## src/rtl/rv_multicycle_ctrl.sv

```systemverilog
// Multi-cycle FETCH/DECODE/EXEC/MEM/WB sequencer for the nano RV32I core.
// Produces datapath enables, memory-wait timeouts, retired count and sticky trap.
module rv_multicycle_ctrl #(
  parameter int unsigned TIMEOUT = 16,
  parameter int unsigned CNT_W   = 32
) (
  input  logic             clk_i,
  input  logic             rst_ni,
  input  logic [6:0]       opcode_i,
  input  logic             take_branch_i,
  input  logic             imem_ready_i,
  input  logic             dmem_ready_i,
  output logic             imem_req_o,
  output logic             ir_we_o,
  output logic             dmem_req_o,
  output logic             dmem_we_o,
  output logic             branch_o,
  output logic             pc_we_o,
  output logic [1:0]       pc_sel_o,
  output logic             rf_we_o,
  output logic [1:0]       wb_sel_o,
  output logic [CNT_W-1:0] instret_o,
  output logic             halted_o,
  output logic [2:0]       cause_o
);

  localparam int unsigned WaitW = (TIMEOUT > 1) ? $clog2(TIMEOUT) : 1;
  localparam logic [WaitW-1:0] WaitLast = WaitW'(TIMEOUT - 1);

  typedef enum logic [2:0] {StFetch, StDecode, StExec, StMem, StWb, StTrap} state_e;
  typedef enum logic [2:0] {ClsAlu, ClsLoad, ClsStore, ClsBr, ClsJal, ClsJalr, ClsNop} cls_e;

  state_e           r_state;
  cls_e             r_cls;
  logic [WaitW-1:0] r_wait;
  logic [2:0]       r_cause;
  logic [CNT_W-1:0] r_instret;

  cls_e       w_cls;
  logic [2:0] w_dec_cause;
  logic       w_imem_req, w_ir_we, w_dmem_req, w_dmem_we, w_branch, w_pc_we, w_rf_we;
  logic       w_halted;
  logic [1:0] w_pc_sel, w_wb_sel;

  always_comb begin
    w_cls       = ClsNop;
    w_dec_cause = 3'd0;
    case (opcode_i)
      7'b0110011, 7'b0010011, 7'b0110111, 7'b0010111: w_cls = ClsAlu;
      7'b0000011: w_cls = ClsLoad;
      7'b0100011: w_cls = ClsStore;
      7'b1100011: w_cls = ClsBr;
      7'b1101111: w_cls = ClsJal;
      7'b1100111: w_cls = ClsJalr;
      7'b0001111: w_cls = ClsNop;
      7'b1110011: w_dec_cause = 3'd4;
      default:    w_dec_cause = 3'd1;
    endcase
  end

  always_comb begin
    w_imem_req = 1'b0;
    w_ir_we    = 1'b0;
    w_dmem_req = 1'b0;
    w_dmem_we  = 1'b0;
    w_branch   = 1'b0;
    w_pc_we    = 1'b0;
    w_pc_sel   = 2'd0;
    w_rf_we    = 1'b0;
    w_wb_sel   = 2'd0;
    w_halted   = 1'b0;
    unique case (r_state)
      StFetch: begin
        w_imem_req = 1'b1;
        w_ir_we    = imem_ready_i;
      end
      StDecode: ;
      StExec: begin
        if (r_cls == ClsBr) begin
          w_branch = 1'b1;
          w_pc_we  = 1'b1;
          w_pc_sel = take_branch_i ? 2'd1 : 2'd0;
        end else if (r_cls == ClsNop) begin
          w_pc_we = 1'b1;
        end
      end
      StMem: begin
        w_dmem_req = 1'b1;
        w_dmem_we  = (r_cls == ClsStore);
        w_pc_we    = dmem_ready_i && (r_cls == ClsStore);
      end
      StWb: begin
        w_rf_we = 1'b1;
        w_pc_we = 1'b1;
        case (r_cls)
          ClsLoad: w_wb_sel = 2'd1;
          ClsJal: begin
            w_wb_sel = 2'd2;
            w_pc_sel = 2'd1;
          end
          ClsJalr: begin
            w_wb_sel = 2'd2;
            w_pc_sel = 2'd2;
          end
          default: ;
        endcase
      end
      StTrap: w_halted = 1'b1;
      default: ;
    endcase
  end

  always_ff @(posedge clk_i or negedge rst_ni) begin
    if (!rst_ni) begin
      r_state   <= StFetch;
      r_cls     <= ClsAlu;
      r_wait    <= '0;
      r_cause   <= 3'd0;
      r_instret <= '0;
    end else begin
      if (w_pc_we) r_instret <= r_instret + CNT_W'(1);
      case (r_state)
        StFetch: begin
          if (imem_ready_i) begin
            r_wait  <= '0;
            r_state <= StDecode;
          end else if (r_wait == WaitLast) begin
            r_state <= StTrap;
            r_cause <= 3'd2;
          end else begin
            r_wait <= r_wait + WaitW'(1);
          end
        end
        StDecode: begin
          if (w_dec_cause != 3'd0) begin
            r_state <= StTrap;
            r_cause <= w_dec_cause;
          end else begin
            r_cls   <= w_cls;
            r_state <= StExec;
          end
        end
        StExec: begin
          case (r_cls)
            ClsBr, ClsNop:    r_state <= StFetch;
            ClsLoad, ClsStore: r_state <= StMem;
            default:          r_state <= StWb;
          endcase
        end
        StMem: begin
          if (dmem_ready_i) begin
            r_wait  <= '0;
            r_state <= (r_cls == ClsStore) ? StFetch : StWb;
          end else if (r_wait == WaitLast) begin
            r_state <= StTrap;
            r_cause <= 3'd3;
          end else begin
            r_wait <= r_wait + WaitW'(1);
          end
        end
        StWb:    r_state <= StFetch;
        StTrap:  r_state <= StTrap;
        default: r_state <= StFetch;
      endcase
    end
  end

  // Enables are forced low the moment reset asserts, without waiting for a clock.
  assign imem_req_o = rst_ni & w_imem_req;
  assign ir_we_o    = rst_ni & w_ir_we;
  assign dmem_req_o = rst_ni & w_dmem_req;
  assign dmem_we_o  = rst_ni & w_dmem_we;
  assign branch_o   = rst_ni & w_branch;
  assign pc_we_o    = rst_ni & w_pc_we;
  assign pc_sel_o   = rst_ni ? w_pc_sel : 2'd0;
  assign rf_we_o    = rst_ni & w_rf_we;
  assign wb_sel_o   = rst_ni ? w_wb_sel : 2'd0;
  assign halted_o   = rst_ni & w_halted;
  assign cause_o    = r_cause;
  assign instret_o  = r_instret;

endmodule

```

## config.mk

```make
export PLATFORM = sky130hd
export DESIGN_NAME = rv_multicycle_ctrl
export DESIGN_NICKNAME = d
export VERILOG_FILES = /design/src/rtl/rv_multicycle_ctrl.sv
export SDC_FILE = /design/constraint.sdc
export NUM_CORES = 1
export LEC_CHECK = 0
export BUFFER_PORTS_ARGS = -buffer_cell sky130_fd_sc_hd__buf_4
export CAP_MARGIN = 30
export CORE_MARGIN = 5
export CORE_UTILIZATION = 30
export CTS_CLUSTER_DIAMETER = 120
export DETAILED_ROUTE_END_ITERATION = 12
export MAX_ROUTING_LAYER = met4
export SLEW_MARGIN = 15
export SYNTH_ARGS = -nofsm -noshare
export SYNTH_HDL_FRONTEND = slang
export SYNTH_SLANG_ARGS = --single-unit
```

## constraint.sdc

```tcl
create_clock -name clk_i -period 2.4 [get_ports clk_i]
set_clock_uncertainty 0.1 [all_clocks]
set_input_delay 0.48 -clock clk_i [delete_from_list [all_inputs] [get_ports clk_i]]
set_output_delay 0.48 -clock clk_i [all_outputs]
set_load 0.005 [all_outputs]
```

# [Word level (Yosys, flattened, before mapping)]
# Index checks and enable logic that the tools add are counted.
[totals] output_inout_bits=47 register_bits=45 elab_cells=94
[classes] muxes=38 addsub=2 n_bitwise=9 n_eq_ne=28 reduce_logical=12
[ops] op="$add 32x1->32 const B" count=1
[ops] op="$mux 3" count=10
[ops] op="$eq 7x7->1 const B" count=4
[ops] op="$eq 7x6->1 const B" count=3
[ops] op="$pmux 3 s6" count=1
[ops] op="$eq 3x3->1 const B" count=5
[ops] op="$pmux 3 s5" count=1
[ops] op="$eq 7x5->1 const B" count=2
[ops] op="$eq 3x2->1 const B" count=4
[ops] op="$mux 1" count=12
[ops] op="$mux 4" count=3
[ops] op="$pmux 2 s2" count=3
[ops] op="$pmux 3 s2" count=2
[ops] op="$ne 2x2->1 const B" count=5
[ops] op="$reduce_or 10->1" count=1
[ops] op="$pmux 3 s3" count=1
[ops] op="$and 1x1->1" count=8
[ops] op="$pmux 4 s2" count=1
[ops] op="$eq 7x2->1 const B" count=1
[ops] op="$eq 7x4->1 const B" count=1
[ops] op="$eq 3x1->1 const B" count=2
[ops] op="$mux 2" count=3
[ops] op="$reduce_and 6->1" count=1
[ops] op="$reduce_bool 3->1" count=2
[ops] op="other kinds (10)" count=12

# [Longest topological paths before layout]
[logic_depth] depth_word=6 ltp_mapped=8

# [Worst setup path before layout]
# OpenSTA, ideal clock, no wires.
[synth_path] path_kind="register -> output" start="reg r_cls[0]" end="out pc_we_o" n_path_buf=3 arrival_ns=1.554 required_time_ns=1.820 path_stages_with_launch=8 setup_slack_ns=0.266 cell_sequence="dfrtp_1 -> clkbuf_1 -> xor2_1 -> a31o_1 -> or2_1 -> buf_4 -> buf_6 -> and2_1"
[synth_via] elab_chain_cells=5 elab_cells_between_ends=8 classes_between="eq/ne (3); mux (3); bitwise (1); reduce/logical (1)"
[synth_lines] element="start, declared" line="34" text="cls_e r_cls;"
[synth_lines] element="start signal, assigned" line="116" text="r_cls <= ClsAlu;"
[synth_lines] element="start signal, assigned" line="139" text="r_cls <= w_cls;"
[synth_lines] element="$eq 3x3->1" line="83" text="end else if (r_cls == ClsNop) begin"
[synth_lines] element="$mux 1" line="83"
[synth_lines] element="$mux 1" line="79" text="if (r_cls == ClsBr) begin"
[synth_lines] element="$pmux 1 s3 (*)" line="72" text="unique case (r_state)"
[synth_lines] element="$and 1x1->1 (*)" line="174" text="assign pc_we_o = rst_ni & w_pc_we;"
[synth_lines] element="end, declared" line="18" text="output logic pc_we_o,"
# Mark *: on every way between the ends. The rest lies on a longest branch, timed or not.

# [Final worst setup path]
[layout_path] start="reg r_state[2]" end="out dmem_we_o"
[layout_via] elab_chain_cells=3
[layout_lines] element="start, declared" line="33" text="state_e r_state;"
[layout_lines] element="start signal, assigned" line="115" text="r_state <= StFetch;"
[layout_lines] element="start signal, assigned" line="126" text="r_state <= StDecode;"
[layout_lines] element="start signal, assigned" line="128" text="r_state <= StTrap;"
[layout_lines] element="$eq 3x2->1" line="72"
[layout_lines] element="$mux 1" line="72"
[layout_lines] element="$and 1x1->1" line="172" text="assign dmem_we_o = rst_ni & w_dmem_we;"
[layout_lines] element="end, declared" line="16" text="output logic dmem_we_o,"
# No other way between the ends.

==> results.yml <==
status:
  status: "finished clean"
clock_network:
  holdBufCountCts: 0
  clockBufferDepth: 2
  htree_num_levels: 2
  cts.sinks: 45
  cts_buffers: 5
  cts_tree: "done"
  cts_root_buffer: "clkbuf_8"
  clk_pin_slew_ns: 0.10
  clock_latency_ns: 0.31
grt:
  track_usage: 0.1322
  overflow: 0
  antenna_found_initial: 0
  grt_max_degree: 33
  grt_pass1_wl_um: 10700
  first_global_vias: 2191
placed_design:
  place_ws_ns: 0.3533
  dp_hpwl_um: 4741
  gp_congestion: 0.7856
  port_buffers: 58
critical_path:
  setup.worst_path.end_class: "output pin"
  worst_path_max_delay_cell: "dfrtp_1"
  crit_arrival_ns: 1.72
  crit_buf_inv: 2
  startpoint_type: "flip-flop"
  worstReg2RegStart: "instret_o[4]$_DFFE_PN0P_"
  critical_path.top_delay_family: "simple AND/OR/NAND/NOR gates"
  cp-startpoint: "r_state[2]$_DFF_PN0_"
  cp.required_ns: 1.82
  path_common_cell: "buf_4"
  crit_type: "reg2out"
  path_max_fanout: 10
  slowest_delay_ns: 0.43
  worstPathCellList: "buf_4, nor2b_1, and3_1, nor3b_1, buf_4"
routing:
  antenna_left: 0
  drc: 0
  drtIter0Drc: 104
  vias_per_cell: 5.107
  firstDrtPassIters: 4
  wirelength_um: 6363
  post_drt_wl_per_cell_um: 14.83
  vias: 2191
worst_hold_path:
  hold_class: "in2async"
die:
  chipHeight_um: 102.4
  ios: 59
  start_util: 0.3098
  rows: 33
  core_area_um2: 8258
  dieWidth_um: 102.4
  die-area_um2: 10480
synthesis:
  synthArstFlopShare: 1.000
  synth_area_um2: 2559
  synth_edf_count: 0
  synthCells: 262
  synth.ff_latch_count: 45
  syn_nets: 276
  synth_area_per_cell_um2: 9.766
  synth_cell_type_count: 48
  synthFlopType: "dfrtp_1"
  yosysWarnings: 0
  synth_seq_area_share: 0.4401
power:
  power.leakage_nw: 1.498
  p_seq_frac: 0.442
  peakVddDrop_uv: 223.9
  p_per_area_nw_per_um2: 730.3
  combPwrFrac: 0.348
  finalPower_mw: 2.374
  p_int_mw: 1.470
  power_switching_mw: 0.9038
  p_sw_frac: 0.3807
  p_clk_frac: 0.209
timing:
  setup_slack_ns: 0.1010
  report.final.slew_viol_count: 0
  finalSetupViolCount: 0
  finalCritPeriodShare: 0.9579
  setup_tns_ns: 0
  fin_crit_ns: 2.299
  holdWs_ns: 0.02774
  worst_pin_slew_ns: 0.5382
  rsz0062_at_grt: "false"
  max_freq_mhz: 435.0
  hold_viol_final: 0
  slew_headroom: 0.6412
cells_and_area:
  drive_above_1_share: 0.2963
  final_cell_mix: "buf_4 (67), dfrtp_1 (43), xnor2_1 (19)"
  nets: 337
  area_growth_pct: 27.04
  final_common_cell: "buf_4"
  diodes: 0
job:
  maxCapViolations: 0
[flip-flops by register name (all words and copies together) (netlist names)]
register,cells
r_cls,3
cause_o,3
r_state,3
instret_o,32
r_wait,4
[per-layer routing]
layer  vias to the layer above  GRT usage  wire length (µm)
li1                       1062          -                 -
met1                      1085     0.1736              2990
met2                        37     0.2079              3084
met3                         7    0.02253               197
met4                         0    0.04238                91
met5                         -          -                 0
[metrics by stage]
| stage | instance area [µm²] | utilization | cells |
|---|---|---|---|
| 5_1_grt | 3251 | 0.3936 | 429 |
| 6_report | 3251 | 0.3936 | 429 |
| 3_3_place_gp | 3131 | 0.3791 | 421 |
| 2_1_floorplan | 2559 | - | 262 |
| 4_1_cts | 3224 | 0.3905 | 429 |
| 3_5_place_dp | 3131 | 0.3791 | 421 |
[power by group through the flow]
stage               combinational [mW]  sequential [mW]  clock (mW)
finish                           0.826             1.05       0.497
global route                     0.924             1.07       0.546
CTS                              0.820             1.04       0.518
detailed placement               0.813             1.05           0
global placement                 0.810             1.05           0
floorplan                        0.552            0.980           0
[worst paths after layout]
check                                             to  slack (ns)  depth (start not counted)
setup reg to reg           instret_o[20]$_DFFE_PN0P_        0.36                          5
hold reg to reg            instret_o[31]$_DFFE_PN0P_        0.37                          1
max in group asynchronous       r_cls[2]$_DFFE_PN0P_        1.78                          2
min in group clk_i         instret_o[31]$_DFFE_PN0P_        0.37                          1
hold / removal             instret_o[23]$_DFFE_PN0P_        0.03                          2
setup / recovery                           dmem_we_o        0.10                          5
[cell families (layout without fill, tap and decap cells)]
| logic type | Yosys count | count (layout) | share of synthesized area |
|---|---|---|---|
| compound gates | 32 | 32 | 0.08461 |
| xor+xnor | 33 | 33 | 0.1159 |
| fa+ha+maj | 2 | 2 | 0.009778 |
| buf+inv | 18 | 80 | 0.03179 |
| flops | 45 | 45 | 0.4401 |
| mux | 5 | 5 | 0.02200 |
| simple gates | 127 | 127 | 0.2958 |
[cell type report]
class                   count  area, µm²
clock inverters             3      25.02
repair buffers             67      503.0
flip-flops and latches     45       1129
multi-input cells         199       1375
inverters                   5      18.77
well taps                 105      131.4
clock buffers               5      68.82
fillers                   848       5007
[cells in the mapped netlist (6+ instances only)]
cell | number | area, µm²
nand3_1 | 8 | 40.04
nor3_1 | 10 | 50.05
nand4_1 | 15 | 93.84
nor2b_1 | 8 | 50.05
nor2_1 | 18 | 67.56
xnor2_1 | 19 | 166.4
nand2b_1 | 7 | 43.79
and3_1 | 6 | 37.54
nand2_1 | 18 | 67.56
and2_1 | 6 | 37.54
a21oi_1 | 8 | 40.04
dfrtp_1 | 45 | 1126
xor2_1 | 13 | 113.9
o21ai_0 | 7 | 35.03
clkbuf_1 | 9 | 33.78
[timing repair]
item                       CTS  global route
gates resized for setup      0             7
setup endpoints to repair    0             2
setup buffers                0             0
(Power assumes the default switching activity.)
